$ cat config.mk
export PLATFORM = sky130hd
export DESIGN_NAME = ts_output_arbiter
export DESIGN_NICKNAME = d
export VERILOG_FILES = /design/src/rtl/ts_output_arbiter.sv
export SDC_FILE = /design/constraint.sdc
export NUM_CORES = 1
export LEC_CHECK = 0
export ABC_AREA = 1
export BUFFER_PORTS_ARGS = -buffer_cell sky130_fd_sc_hd__buf_2
export CORE_UTILIZATION = 50
export DETAILED_ROUTE_END_ITERATION = 16
export PLACE_DENSITY = 0.72
export SYNTH_ARGS = -nofsm -noshare
export SYNTH_HDL_FRONTEND = slang
export SYNTH_SLANG_ARGS = --single-unit
$ cat constraint.sdc
create_clock -name CLK -period 3.05 [get_ports CLK]
set_clock_uncertainty 0.15 [all_clocks]
set_input_delay 0.7625 -clock CLK [delete_from_list [all_inputs] [get_ports CLK]]
set_output_delay 0.7625 -clock CLK [all_outputs]
set_load 0.02 [all_outputs]
$ cat src/rtl/ts_output_arbiter.sv
// ts_output_arbiter: grants whole 188-byte TS packets to the T2-MI packer or the PSI/SI inserter; null fill under TS_NULL_FILL_EN.
// Latency: forwarded bytes are registered (n -> n+1); a request seen in S_IDLE pulses GRANT/START one cycle later.
// Backpressure: none. Sources hold their request until granted; requests seen while busy are ignored, not latched.
module ts_output_arbiter #(
  parameter int GAP_CYCLES       = 2,
  parameter int TABLE_BURST_MAX  = 2,
  parameter int WDOG_CYCLES      = 1024,
  parameter int NULL_IDLE_CYCLES = 4096
) (
  input  logic       CLK,
  input  logic       RST,
  input  logic       T2MI_REQ,
  output logic       T2MI_GRANT,
  input  logic [7:0] T2MI_DATA,
  input  logic       T2MI_ENA,
  input  logic       T2MI_PSYNC,
  input  logic       TABLE_READY,
  output logic       TABLE_START,
  input  logic [7:0] TABLE_DATA,
  input  logic       TABLE_ENA,
  input  logic       TABLE_PSYNC,
  input  logic       TABLE_SENT,
  output logic [7:0] DATA_OUT,
  output logic       ENA_OUT,
  output logic       PSYNC,
  output logic       ERR,
  output logic [2:0] state_mon
);

  localparam int              WD_W      = $clog2(WDOG_CYCLES + 1);
  localparam logic [WD_W-1:0] WD_LAST   = WD_W'(WDOG_CYCLES - 1);
  localparam logic [3:0]      GAP_LAST  = 4'(GAP_CYCLES - 1);
  localparam logic [2:0]      BURST_MAX = 3'(TABLE_BURST_MAX);
  localparam logic [7:0]      PKT_LAST  = 8'd187;

  typedef enum logic [2:0] {
    S_IDLE  = 3'd0,
    S_T2MI  = 3'd1,
    S_TABLE = 3'd2,
    S_NULL  = 3'd3,
    S_GAP   = 3'd4
  } state_t;

  state_t            state, state_nxt;
  logic [7:0]        byte_cnt;
  logic [WD_W-1:0]   wd_cnt;
  logic [3:0]        gap_cnt;
  logic [2:0]        burst_cnt;
  logic              table_go, wd_hit;
  logic [8:0]        tbl_total;
  logic              grant_d, start_d, err_d, ena_d, psync_d;
  logic [7:0]        dat_d;

  // Table wins a tie until the burst limit forces a T2-MI turn.
  assign table_go  = TABLE_READY && (!T2MI_REQ || burst_cnt < BURST_MAX);
  assign wd_hit    = (wd_cnt == WD_LAST);
  assign tbl_total = {1'b0, byte_cnt} + {8'd0, TABLE_ENA};
  assign state_mon = state;

`ifdef TS_NULL_FILL_EN
  localparam int                IDLE_W    = $clog2(NULL_IDLE_CYCLES + 1);
  localparam logic [IDLE_W-1:0] IDLE_LAST = IDLE_W'(NULL_IDLE_CYCLES - 1);
  logic [IDLE_W-1:0] idle_cnt;
  logic              null_go;
  logic [7:0]        null_byte;

  assign null_go = (idle_cnt == IDLE_LAST);

  always_comb begin
    case (byte_cnt)
      8'd0:    null_byte = 8'h47;
      8'd1:    null_byte = 8'h1F;
      8'd3:    null_byte = 8'h10;
      default: null_byte = 8'hFF;
    endcase
  end

  always_ff @(posedge CLK or posedge RST) begin
    if (RST)                 idle_cnt <= '0;
    else if (state == S_IDLE) idle_cnt <= idle_cnt + IDLE_W'(1);
    else                     idle_cnt <= '0;
  end
`endif

  always_ff @(posedge CLK or posedge RST) begin
    if (RST) state <= S_IDLE;
    else     state <= state_nxt;
  end

  always_comb begin
    state_nxt = state;
    case (state)
      S_IDLE: begin
        if (table_go)      state_nxt = S_TABLE;
        else if (T2MI_REQ) state_nxt = S_T2MI;
`ifdef TS_NULL_FILL_EN
        else if (null_go)  state_nxt = S_NULL;
`endif
      end
      S_T2MI: begin
        if (T2MI_ENA ? (byte_cnt == PKT_LAST) : wd_hit) state_nxt = S_GAP;
      end
      S_TABLE: begin
        if (TABLE_SENT || (!TABLE_ENA && wd_hit)) state_nxt = S_GAP;
      end
`ifdef TS_NULL_FILL_EN
      S_NULL: begin
        if (byte_cnt == PKT_LAST) state_nxt = S_GAP;
      end
`endif
      S_GAP: begin
        if (gap_cnt == GAP_LAST) state_nxt = S_IDLE;
      end
      default: state_nxt = S_IDLE;
    endcase
  end

  always_comb begin
    grant_d = 1'b0;
    start_d = 1'b0;
    err_d   = 1'b0;
    dat_d   = 8'd0;
    ena_d   = 1'b0;
    psync_d = 1'b0;
    case (state)
      S_IDLE: begin
        start_d = table_go;
        grant_d = !table_go && T2MI_REQ;
      end
      S_T2MI: begin
        dat_d   = T2MI_DATA;
        ena_d   = T2MI_ENA;
        psync_d = T2MI_PSYNC;
        err_d   = !T2MI_ENA && wd_hit;
      end
      S_TABLE: begin
        dat_d   = TABLE_DATA;
        ena_d   = TABLE_ENA;
        psync_d = TABLE_PSYNC;
        // The byte arriving with TABLE_SENT still belongs to the packet.
        err_d   = TABLE_SENT ? (tbl_total != 9'd188) : (!TABLE_ENA && wd_hit);
      end
`ifdef TS_NULL_FILL_EN
      S_NULL: begin
        dat_d   = null_byte;
        ena_d   = 1'b1;
        psync_d = (byte_cnt == 8'd0);
      end
`endif
      default: ;
    endcase
  end

  always_ff @(posedge CLK or posedge RST) begin
    if (RST) begin
      T2MI_GRANT  <= 1'b0;
      TABLE_START <= 1'b0;
      ERR         <= 1'b0;
      DATA_OUT    <= 8'd0;
      ENA_OUT     <= 1'b0;
      PSYNC       <= 1'b0;
    end else begin
      T2MI_GRANT  <= grant_d;
      TABLE_START <= start_d;
      ERR         <= err_d;
      DATA_OUT    <= dat_d;
      ENA_OUT     <= ena_d;
      PSYNC       <= psync_d;
    end
  end

  always_ff @(posedge CLK or posedge RST) begin
    if (RST) begin
      byte_cnt  <= 8'd0;
      wd_cnt    <= '0;
      gap_cnt   <= 4'd0;
      burst_cnt <= 3'd0;
    end else begin
      case (state)
        S_IDLE: begin
          byte_cnt <= 8'd0;
          wd_cnt   <= '0;
          gap_cnt  <= 4'd0;
          if (table_go)      burst_cnt <= (burst_cnt == 3'd7) ? 3'd7 : burst_cnt + 3'd1;
          else if (T2MI_REQ) burst_cnt <= 3'd0;
        end
        S_T2MI: begin
          if (T2MI_ENA) begin
            byte_cnt <= byte_cnt + 8'd1;
            wd_cnt   <= '0;
          end else begin
            wd_cnt   <= wd_cnt + WD_W'(1);
          end
        end
        S_TABLE: begin
          // Saturate so an overlong table cannot wrap back to a legal count.
          if (TABLE_ENA) begin
            if (byte_cnt != 8'hFF) byte_cnt <= byte_cnt + 8'd1;
            wd_cnt <= '0;
          end else begin
            wd_cnt <= wd_cnt + WD_W'(1);
          end
        end
`ifdef TS_NULL_FILL_EN
        S_NULL: byte_cnt <= byte_cnt + 8'd1;
`endif
        S_GAP: begin
          byte_cnt <= 8'd0;
          wd_cnt   <= '0;
          gap_cnt  <= (gap_cnt == GAP_LAST) ? 4'd0 : gap_cnt + 4'd1;
        end
        default: ;
      endcase
    end
  end

endmodule

==> results.md, run 1 <==
* Status: finished, final reports clean
* Post-Synthesis Cells at approximately 270
* 1st-pass router iterations at 4
* RSZ-0062 raised after global routing: no
* Syn avg cell area at 8.294 sq um
* Root Buffer: clkbuf_8
* Worst reg-to-reg setup slack at 1150 ps
* Max FO, Critical Path at 12
* Total power at approximately 2.1 mW
* Antenna violations before repair at 0
* WHS at about 370 ps
* Area growth, synth to finish at 15.71%
* Clock H-tree levels at 2
* Io pins at 41
* Leading cell types in the layout, fill and taps excluded: nand2_1, dfrtp_1, buf_2
* Most used cell, CP: nor2_1
* Finish-stage setup viols at 0
* Slew HR at approximately 65%
* Slowest stage delay, CP at around 450 ps
* Largest net degree at the start of global routing at 43
* Ys Warns at 0
* Setup TNS at 0 ps
* Routability cong. at around 0.79
* Die Ht at slightly below 70 um
* Cell taking the most area after synthesis: dfrtp_1
* Synth Flop Type: dfrtp_1
* Slew Viols, Final at 0
* Share of cells above drive strength 1 at 20.51%
* Placed cell area at 2452 sq um
* First-pass GRT wire length at approximately 7000 um
* Synth top area share at between 40% and 50%
* Clk sinks at 42
* EDFF count, synth at 0
* Core Util, Final at 62.27%
* Slowest CP cell: dfrtp_1
* Wire per inst at ~12 um
* Via count at 1824
* CP required at between 3000 and 4000 ps
* Highest routed layer: met4
* Setup Fix Bufs, Post-CTS at 0
* Min-Delay Path Class: register to register
* Gr ovfl total at 0
* Mapped cell area at 2215 sq um
* DR WL met3 at 131 um
* Peak VDD IR at 0.4447 mV
* Max-cap violation count at 0
* Vias in the first global route at roughly 1600
* Num CTS Buffers at 5
* Layout fillers at roughly 370
* Routed Antenna Nets at 0
* Wire length on met2 at between 2000 and 2500 um
* Syn_nets at 299
* Fin crit share at approximately 62%
* DIE AREA at around 4700 sq um
* ANT cells at 0
* Max clock buf depth at 2
* Hold-fix buffers at CTS at 0
* Critical Path End Type: register
* Routed wire length at ~4500 um
* Setup CP Type: register to register
* Core ar. at just over 4000 sq um
* Slew @ Worst Pin at 519.8 ps
* Post-layout min period at 1899 ps
* 1st-iter DRT viols at between 90 and 100
* Top post-synthesis cells by area: dfrtp_1, nand2_1, inv_1
* Standard-cell rows at 23
* Hpwl dp at ~3300 um
* Synthesized flop and latch total at 42
* Hold Fails Final Rpt at 0
* Starting Density at between 50 and 60%
* Leak Pwr at 1.380 nW
* Die X at slightly below 70 um
* Nets at 343
* Worst-Skew Late Latency at roughly 300 ps
* Seq/Total Area, Yosys at roughly 47%
* Crit-path cells: nor2_1 > nand2_2 > nand2_1 > nand3_1 > nor2_1 > nand3_1 > nand2_1 > nor2_1
* Post-synth cell types at 29
* Design area at 2562 sq um
* Worst Path Arrival at about 1900 ps
* DRT met1 WL at ~2100 um
* Max Fclk at between 0.5 and 0.6 GHz
* Ys async rst share at 100.0%
* Commonest non-fill, non-tap cell in the layout: nand2_1
* Startpoint class of the critical path: register
* PortBufs at 40
* CTS tree: built
* Total GRT Usage at around a fifth
* Vias/cell at 5.039
* CTS clk-pin slew, worst paths at roughly 80 ps
* Residual DRC at 0
* Cell area power density at just over 800 nW/um^2
* Post-CTS sizing at 0
power breakdown:
part | switching (mW) | internal, mW | total [mW] | leakage, nW
Combinational | 0.592 | 0.284 | 0.876 | 0.761
Clock | 0.188 | 0.244 | 0.432 | 0.0514
Sequential | 0.102 | 0.688 | 0.789 | 0.568
cell families after synthesis:
kind of cell	synth area share [%]
adders and majority gates	3.955
xor gates and xnor gates	3.164
buffers and inverters	7.571
DFF	47.46
AOI/OAI and AO/OA	13.11
and+or+nand+nor	24.75
synthesized netlist by cell type, types with 2 or more instances:
| master | n |
|---|---|
| o21ai_0 | 11 |
| a21oi_1 | 9 |
| inv_1 | 34 |
| nand2_1 | 58 |
| a22o_1 | 9 |
| buf_2 | 2 |
| nor2_2 | 2 |
| inv_2 | 2 |
| o21ai_2 | 4 |
| nand3_2 | 2 |
| nor2_1 | 33 |
| nand4_1 | 5 |
| dfrtp_1 | 42 |
| xnor2_1 | 3 |
| nand2_2 | 3 |
| o21ai_1 | 2 |
| xor2_1 | 5 |
| nor3_1 | 4 |
| nand3_1 | 18 |
| ha_1 | 7 |
| o22ai_1 | 3 |
| buf_6 | 2 |
flip-flops by register name (all words and copies together) (netlist names):
register / flops
wd_cnt: 11
DATA_OUT: 8
byte_cnt: 8
gap_cnt: 4
burst_cnt: 3
state_mon: 3
ENA_OUT: 1
ERR: 1
PSYNC: 1
T2MI_GRANT: 1
TABLE_START: 1
final timing paths:
check,depth (start not counted),end,startpoint
worst max-delay path,8,wd_cnt[9]$_DFFE_PP0P_,state_mon[1]$_DFFE_PP0P_
min in group asynchronous,3,DATA_OUT[2]$_DFF_PP0_,RST
worst max register to register,8,wd_cnt[9]$_DFFE_PP0P_,state_mon[1]$_DFFE_PP0P_
worst min register to register,1,wd_cnt[0]$_DFFE_PP0P_,wd_cnt[0]$_DFFE_PP0P_
worst min-delay path,1,wd_cnt[0]$_DFFE_PP0P_,wd_cnt[0]$_DFFE_PP0P_
max in group asynchronous,3,byte_cnt[2]$_DFFE_PP0P_,RST
cell type report:
| type | count | area, sq um | share of cell area, % |
|---|---|---|---|
| Multi-Input combinational cell | 185 | 996.0 | 38.87 |
| Timing Repair Buffer | 41 | 207.7 | 8.105 |
| Clock inverter | 2 | 37.54 | 1.465 |
| Tap cell | 50 | 62.56 | 2.441 |
| Inverter | 36 | 135.1 | 5.273 |
| Sequential cell | 42 | 1051 | 41.02 |
| Clock buffer | 6 | 72.57 | 2.832 |
critical path, delay by kind of cell (launching register included):
family           cells  cell delay [ps]
AND/OR/NAND/NOR      8             1200
flip-flops           1              450
metal layers:
layer | GRT usage, % | vias to the layer above
met5 | 0 | -
met4 | 9.635 | 0
met3 | 4.934 | 6
met2 | 35.42 | 22
met1 | 25.31 | 842
li1 | - | 954
per-stage QoR:
| step | std cells | worst slack (ps) |
|---|---|---|
| finish | 362 | 1151 |
| global route | 362 | 940.8 |
| CTS | 362 | 1151 |
| detailed placement | 354 | 1007 |
| global placement | 354 | 1032 |
| floorplan | 267 | 1163 |
(Power assumes the default switching activity.)
==> inputs of run 2 (changes only) <==
- PLACE_DENSITY: 0.72 -> 0.75
- clock period: 3.05 -> 1.55 ns (I/O delays scaled with it)
==> results.md, run 2 (synthesized netlist as in run 1, its figures left out) <==
* Place WS at -122.0 ps (-1129 ps)
* Vias in the first global route at 1877 (+17%)
* Routed Antenna Nets at 0 (unchanged)
* CP required at 1620 ps (-1470 ps)
* RSZ-0062 raised after global routing: yes
* Slew Viols, Final at 0 (unchanged)
* Antenna violations before repair at 0 (unchanged)
* PortBufs at 40 (unchanged)
* Residual DRC at 0 (unchanged)
* DR WL met3 at 215 um (+64%)
* Slowest CP cell: dfrtp_2
* Worst reg-to-reg setup slack at -90 ps (-1240 ps)
* Share of cells above drive strength 1 at 42.11% (+22 points)
* First-pass GRT wire length at 8059 um (+14%)
* Nets at 373 (+8.7%)
* Core Util, Final at 76.32% (+14 points)
* Design area at 3141 sq um (+23%)
* Largest net degree at the start of global routing at 43 (unchanged)
* Peak VDD IR at 0.9860 mV (+120%)
* Starting Density at 53.82% (unchanged)
* Worst Reg-to-Reg Cells at 9 (+1)
* Via count at 2059 (+13%)
* Routed wire length at 5880 um (+32%)
* Max-cap violation count at 0 (unchanged)
* DRT met1 WL at 2362 um (+14%)
* Fin crit share at 105.7% (+43 points)
* Wire length on met2 at 3156 um (+44%)
* Clock H-tree levels at 2 (unchanged)
* Endpoint with the worst hold slack: DATA_OUT[4]$_DFF_PP0_
* Max FO, Critical Path at 5 (-7)
* Largest registers: wd_cnt (11), DATA_OUT (8), byte_cnt (8)
* Io pins at 41 (unchanged)
* Area growth, synth to finish at 41.81%
* Routability cong. at 0.8536 (+8.7%)
* Placed cell area at 2644 sq um (+7.8%)
* Reg2Reg Capture Point: byte_cnt[3]$_DFFE_PP0P_
* Max clock buf depth at 2 (unchanged)
* Worst-Skew Late Latency at 300 ps (about the same)
* Total GRT Usage at 23.91% (+2.9 points)
* Startpoint class of the critical path: register
* Multi-input logic area at 1280 sq um (+29%)
* Die X at 68.55 um (unchanged)
* CTS clk-pin slew, worst paths at 80 ps (about the same)
* Clk sinks at 42 (unchanged)
* Min-Delay Path Class: input pin to register
* Biggest register: wd_cnt
* Leak Pwr at 1.576 nW (+14%)
* Post-layout min period at 1638 ps (-260.6 ps)
* Final cell count without fillers at 392 (+8.3%)
* Standard-cell rows at 23 (unchanged)
* Most used cell, CP: nor2_4
* Leading cell types in the layout, fill and taps excluded: nand2_1, dfrtp_1, buf_2
* Max Fclk at 0.6104 GHz (+16%)
* Placed cell count at 377 (+6.5%)
* Worst R2R Start: state_mon[1]$_DFFE_PP0P_
* Vias/cell at 5.253 (+4.2%)
* Highest routed layer: met4
* Cell area power density at 1712 nW/um^2 (+110%)
* Worst Path Arrival at 1710 ps (-230 ps)
* Slowest stage delay, CP at 450 ps (about the same)
* Max reg flops at 11 (unchanged)
* ANT cells at 0 (unchanged)
* Setup TNS at -670.1 ps (-670.1 ps)
* Crit-path cells: nor2_4 > nand2_4 > inv_6 > nor2_4 > a21oi_4 > inv_2 > nor2_4 > nand2_1 > o21ai_1
* Num CTS Buffers at 5 (unchanged)
* Root Buffer: clkbuf_8
* Setup CP Type: register to register
* Fin worst setup slack at -88.40 ps (-1239 ps)
* Core ar. at 4115 sq um (unchanged)
* Critical Path End Type: register
* FF+latch area at 1055 sq um (+0.36%)
* Hold path startpoint: TABLE_DATA[4]
* Gr ovfl total at 0 (unchanged)
* Commonest non-fill, non-tap cell in the layout: nand2_1
* Worst Hold Depth at 2 (+1)
* Finish-stage setup viols at 18 (+18)
* Wire per inst at 15.00 um (+22%)
* Die Ht at 68.55 um (unchanged)
* Failing checks: setup timing
* Hpwl dp at 3559 um (+8.5%)
* DIE AREA at 4699 sq um (unchanged)
* Slew HR at 72.08% (+6.7 points)
* 1st-pass router iterations at 4 (unchanged)
* Layout fillers at 300 (-19%)
* CTS tree: built
* Status: finished, violations left
* Slew @ Worst Pin at 415.6 ps (-104.2 ps)
* 1st-iter DRT viols at 74 (-23%)
* Hold Fails Final Rpt at 0 (unchanged)
==> run 2: how the worst max path moves through the flow <==
stage | start | endpoint | slack [ps] | cells past startpoint
4_1_cts | state_mon[2]$_DFFE_PP0P_ | byte_cnt[3]$_DFFE_PP0P_ | -50 | 9
5_1_grt | state_mon[1]$_DFFE_PP0P_ | byte_cnt[3]$_DFFE_PP0P_ | -160 | 9
6_report | state_mon[1]$_DFFE_PP0P_ | byte_cnt[3]$_DFFE_PP0P_ | -90 | 9
3_5_place_dp | TABLE_ENA | ERR$_DFF_PP0_ | -120 | 7
3_3_place_gp | TABLE_ENA | ERR$_DFF_PP0_ | -80 | 7
2_1_floorplan | state_mon[1]$_DFFE_PP0P_ | byte_cnt[2]$_DFFE_PP0P_ | 4 | 9
==> run 2: stage by stage <==
step | power, mW | hold slack (ps)
floorplan | 2.921 | 229.0
global placement | 3.582 | 306.8
detailed placement | 3.627 | 305.5
CTS | 4.648 | 139.0
global route | 5.712 | 145.4
finish | 5.377 | 145.9
==> run 2: where the power goes <==
group / switching, mW / leakage, nW / internal (mW)
Clock: 0.387 / 0.0514 / 0.481
Combinational: 1.72 / 0.961 / 1.24
Sequential: 0.190 / 0.564 / 1.36
==> run 2: cell type report <==
cell class / instances / share of cell area [%]
multi-input cells: 186 / 40.76
inverters: 36 / 4.582
clock inverters: 2 / 1.195
well taps: 50 / 1.992
repair buffers: 70 / 15.58
clock buffers: 6 / 2.311
flip-flops and latches: 42 / 33.59
==> run 2: timing repair <==
action	CTS	global route
setup endpoints to repair	25	29
pin swaps	6	17
endpoints found under the hold margin	42	0
buffers inserted	0	4
gates cloned	0	2
hold buffers	1	0
resized for setup	18	66
==> run 2: critical path: cells and delay by family, from the launching register on <==
kind | cells | cell delay [ps]
DFF | 1 | 450
and+or+nand+nor | 5 | 470
buffers and inverters | 2 | 160
AOI/OAI and AO/OA | 2 | 330
==> run 2: layer usage <==
layer  vias to the layer above  GRT usage [%]
met5                         -              0
met4                         0          14.06
met3                        15          5.757
met2                        51          38.85
met1                       973          28.66
li1                       1020              -
==> inputs of run 3 (changes only) <==
- CORE_MARGIN: unset -> 8
==> results.md, run 3 (synthesized netlist as in run 1, its figures left out) <==
* Routed wire length at 5197 um (-12%)
* Design area at 2899 sq um (-7.7%)
* Root Buffer: clkbuf_8
* CTS clk-pin slew, worst paths at 80 ps (about the same)
* Via count at 1968 (-4.4%)
* Reg2Reg Capture Point: wd_cnt[10]$_DFFE_PP0P_
* Peak VDD IR at 0.8385 mV (-15%)
* Multi-input logic area at 1117 sq um (-13%)
* Num CTS Buffers at 5 (unchanged)
* FF+latch area at 1055 sq um (unchanged)
* Met1 Use GR at 18.81% (-9.8 points)
* Total GRT Usage at 15.70% (-8.2 points)
* Post-layout min period at 1610 ps (-28.76 ps)
* First-pass GRT wire length at 8328 um (+3.3%)
* Hold path startpoint: TABLE_DATA[5]
* CTS tree: built
* Worst Path Arrival at 1640 ps (-70 ps)
* GRT met2 Usage at 26.70% (-12 points)
* Critical Path End Type: register
* Routability cong. at 0.8561 (+0.29%)
* Comb pwr share at 52.4% (-2.6 points)
* Slew Viols, Final at 0 (unchanged)
* Startpoint class of the critical path: register
* Failing checks: setup timing
* Max clock buf depth at 2 (unchanged)
* ANT cells at 0 (unchanged)
* RSZ-0062 raised after global routing: yes
* Clk sinks at 42 (unchanged)
* Layout fillers at 362 (+21%)
* Largest registers: wd_cnt (11), DATA_OUT (8), byte_cnt (8)
* Placed cell count at 378 (+0.27%)
* Residual DRC at 0 (unchanged)
* Pint at 2.648 mW (-14%)
* Die X at 82.55 um (+20%)
* 1st-pass router iterations at 4 (unchanged)
* Wire per inst at 13.29 um (-11%)
* 1st-iter DRT viols at 88 (+19%)
* Switching power at 1.993 mW (-13%)
* Min-Delay Path Class: input pin to register
* Switching share of total power at 42.94% (+0.29 points)
* Final cell count without fillers at 391 (-0.26%)
* Worst R2R Start: state_mon[1]$_DFFE_PP0P_
* Nets at 370 (-0.80%)
* WHS at 154.6 ps (+8.699 ps)
* Slew @ Worst Pin at 385.2 ps (-30.38 ps)
* Commonest non-fill, non-tap cell in the layout: nand2_1
* Starting Density at 51.22% (-2.6 points)
* Core Util, Final at 67.04% (-9.3 points)
* Worst Hold Depth at 2 (unchanged)
* Status: finished, violations left
* PortBufs at 40 (unchanged)
* Place WS at -126.1 ps (-4.028 ps)
* Worst reg-to-reg setup slack at -60 ps (+30 ps)
* Worst-Skew Late Latency at 290 ps (about the same)
* Max Fclk at 0.6213 GHz (+1.8%)
* Share of power burned in registers at 32.9% (+4.1 points)
* Vias in the first global route at 1870 (-0.37%)
* Finish-stage setup viols at 16 (-2)
* Total power at 4.641 mW (-14%)
* Standard-cell rows at 24 (+4.3%)
* Die Ht at 82.55 um (+20%)
* Hold Fails Final Rpt at 0 (unchanged)
* Leak Pwr at 1.522 nW (-3.4%)
* Max FO, Critical Path at 7 (+2)
* Placed cell area at 2639 sq um (-0.19%)
* Fin crit share at 103.8% (-1.9 points)
* Setup TNS at -482.0 ps (+188.1 ps)
* Routed Antenna Nets at 0 (unchanged)
* Max reg flops at 11 (unchanged)
* Slew HR at 74.12% (+2.0 points)
* Hpwl dp at 3742 um (+5.1%)
* Area growth, synth to finish at 30.90%
* Vias/cell at 5.033 (-4.2%)
* Gr ovfl total at 0 (unchanged)
* DIE AREA at 6815 sq um (+45%)
* Share of cells above drive strength 1 at 35.40% (-6.7 points)
* CP required at 1580 ps (-40 ps)
* Io pins at 41 (unchanged)
* Leading cell types in the layout, fill and taps excluded: nand2_1, dfrtp_1, buf_2
* Endpoint with the worst hold slack: DATA_OUT[5]$_DFF_PP0_
* Max-cap violation count at 0 (unchanged)
* GR peak layer: met2
* Worst Reg-to-Reg Cells at 7 (-2)
* Antenna violations before repair at 0 (unchanged)
* Core ar. at 4324 sq um (+5.1%)
* Met3 Usage GRT at 3.896% (-1.9 points)
* Largest net degree at the start of global routing at 43 (unchanged)
* Clock H-tree levels at 2 (unchanged)
* Setup CP Type: register to register
* Cell area power density at 1601 nW/um^2 (-6.5%)
* Clk pwr share at 14.7% (-1.4 points)
* Fin worst setup slack at -59.64 ps (+28.76 ps)
* Biggest register: wd_cnt
==> run 3: cell types whose count changed in the layout (fill, tap and decap cells not counted), moves of 4 or more <==
cell and change:
nand2_4 -4, nand3_1 +4, nor2_2 +4, nand2_1 +4, nor2_4 -5
==> run 3: timing repair <==
item,CTS,global route
setup endpoints to repair,15,31
endpoints found under the hold margin,42,0
setup buffers,1,2
gates cloned,0,1
pin swaps,2,10
gates resized for setup,9,32
hold buffers,1,0
==> run 3: power by group through the flow <==
stage          registers [mW]  logic, mW  clock network, mW
2_1_floorplan            1.74       1.18                  0
3_3_place_gp             1.51       2.04                  0
3_5_place_dp             1.53       2.09                  0
4_1_cts                  1.51       2.19              0.713
5_1_grt                  1.56       2.68              0.770
6_report                 1.53       2.43              0.683
==> run 3: worst max path at each step <==
stage	from	endpoint	slack (ps)	cells past startpoint
after global placement	TABLE_ENA	ERR$_DFF_PP0_	-90	7
after global routing	state_mon[2]$_DFFE_PP0P_	byte_cnt[3]$_DFFE_PP0P_	-160	9
after detailed placement	TABLE_ENA	ERR$_DFF_PP0_	-130	7
after floorplan	state_mon[1]$_DFFE_PP0P_	byte_cnt[2]$_DFFE_PP0P_	4	9
final	state_mon[1]$_DFFE_PP0P_	wd_cnt[10]$_DFFE_PP0P_	-60	7
after CTS	state_mon[2]$_DFFE_PP0P_	byte_cnt[3]$_DFFE_PP0P_	-50	9
==> run 3: final cells by class <==
class                           instances  share of cell area [%]
Inverter                               36                   4.877
Clock buffer                            6                   2.503
Sequential cell                        42                   36.38
Tap cell                               52                   2.244
Multi-Input combinational cell        186                   38.54
Clock inverter                          2                  0.4748
Timing Repair Buffer                   67                   14.98
==> run 3: critical path, cell delays in order (launching register included) <==
cell and delay (ps):
dfrtp_2 420, buf_4 150, a21o_1 150, nand2_1 150, buf_4 170, nand2_2 110, inv_1 130, nor2_1 60
==> run 3: metal layers <==
metal,vias to the layer above,routed length (um)
met5,-,0
met1,916,2319
met3,6,323
met4,0,57
met2,37,2496
li1,1009,-
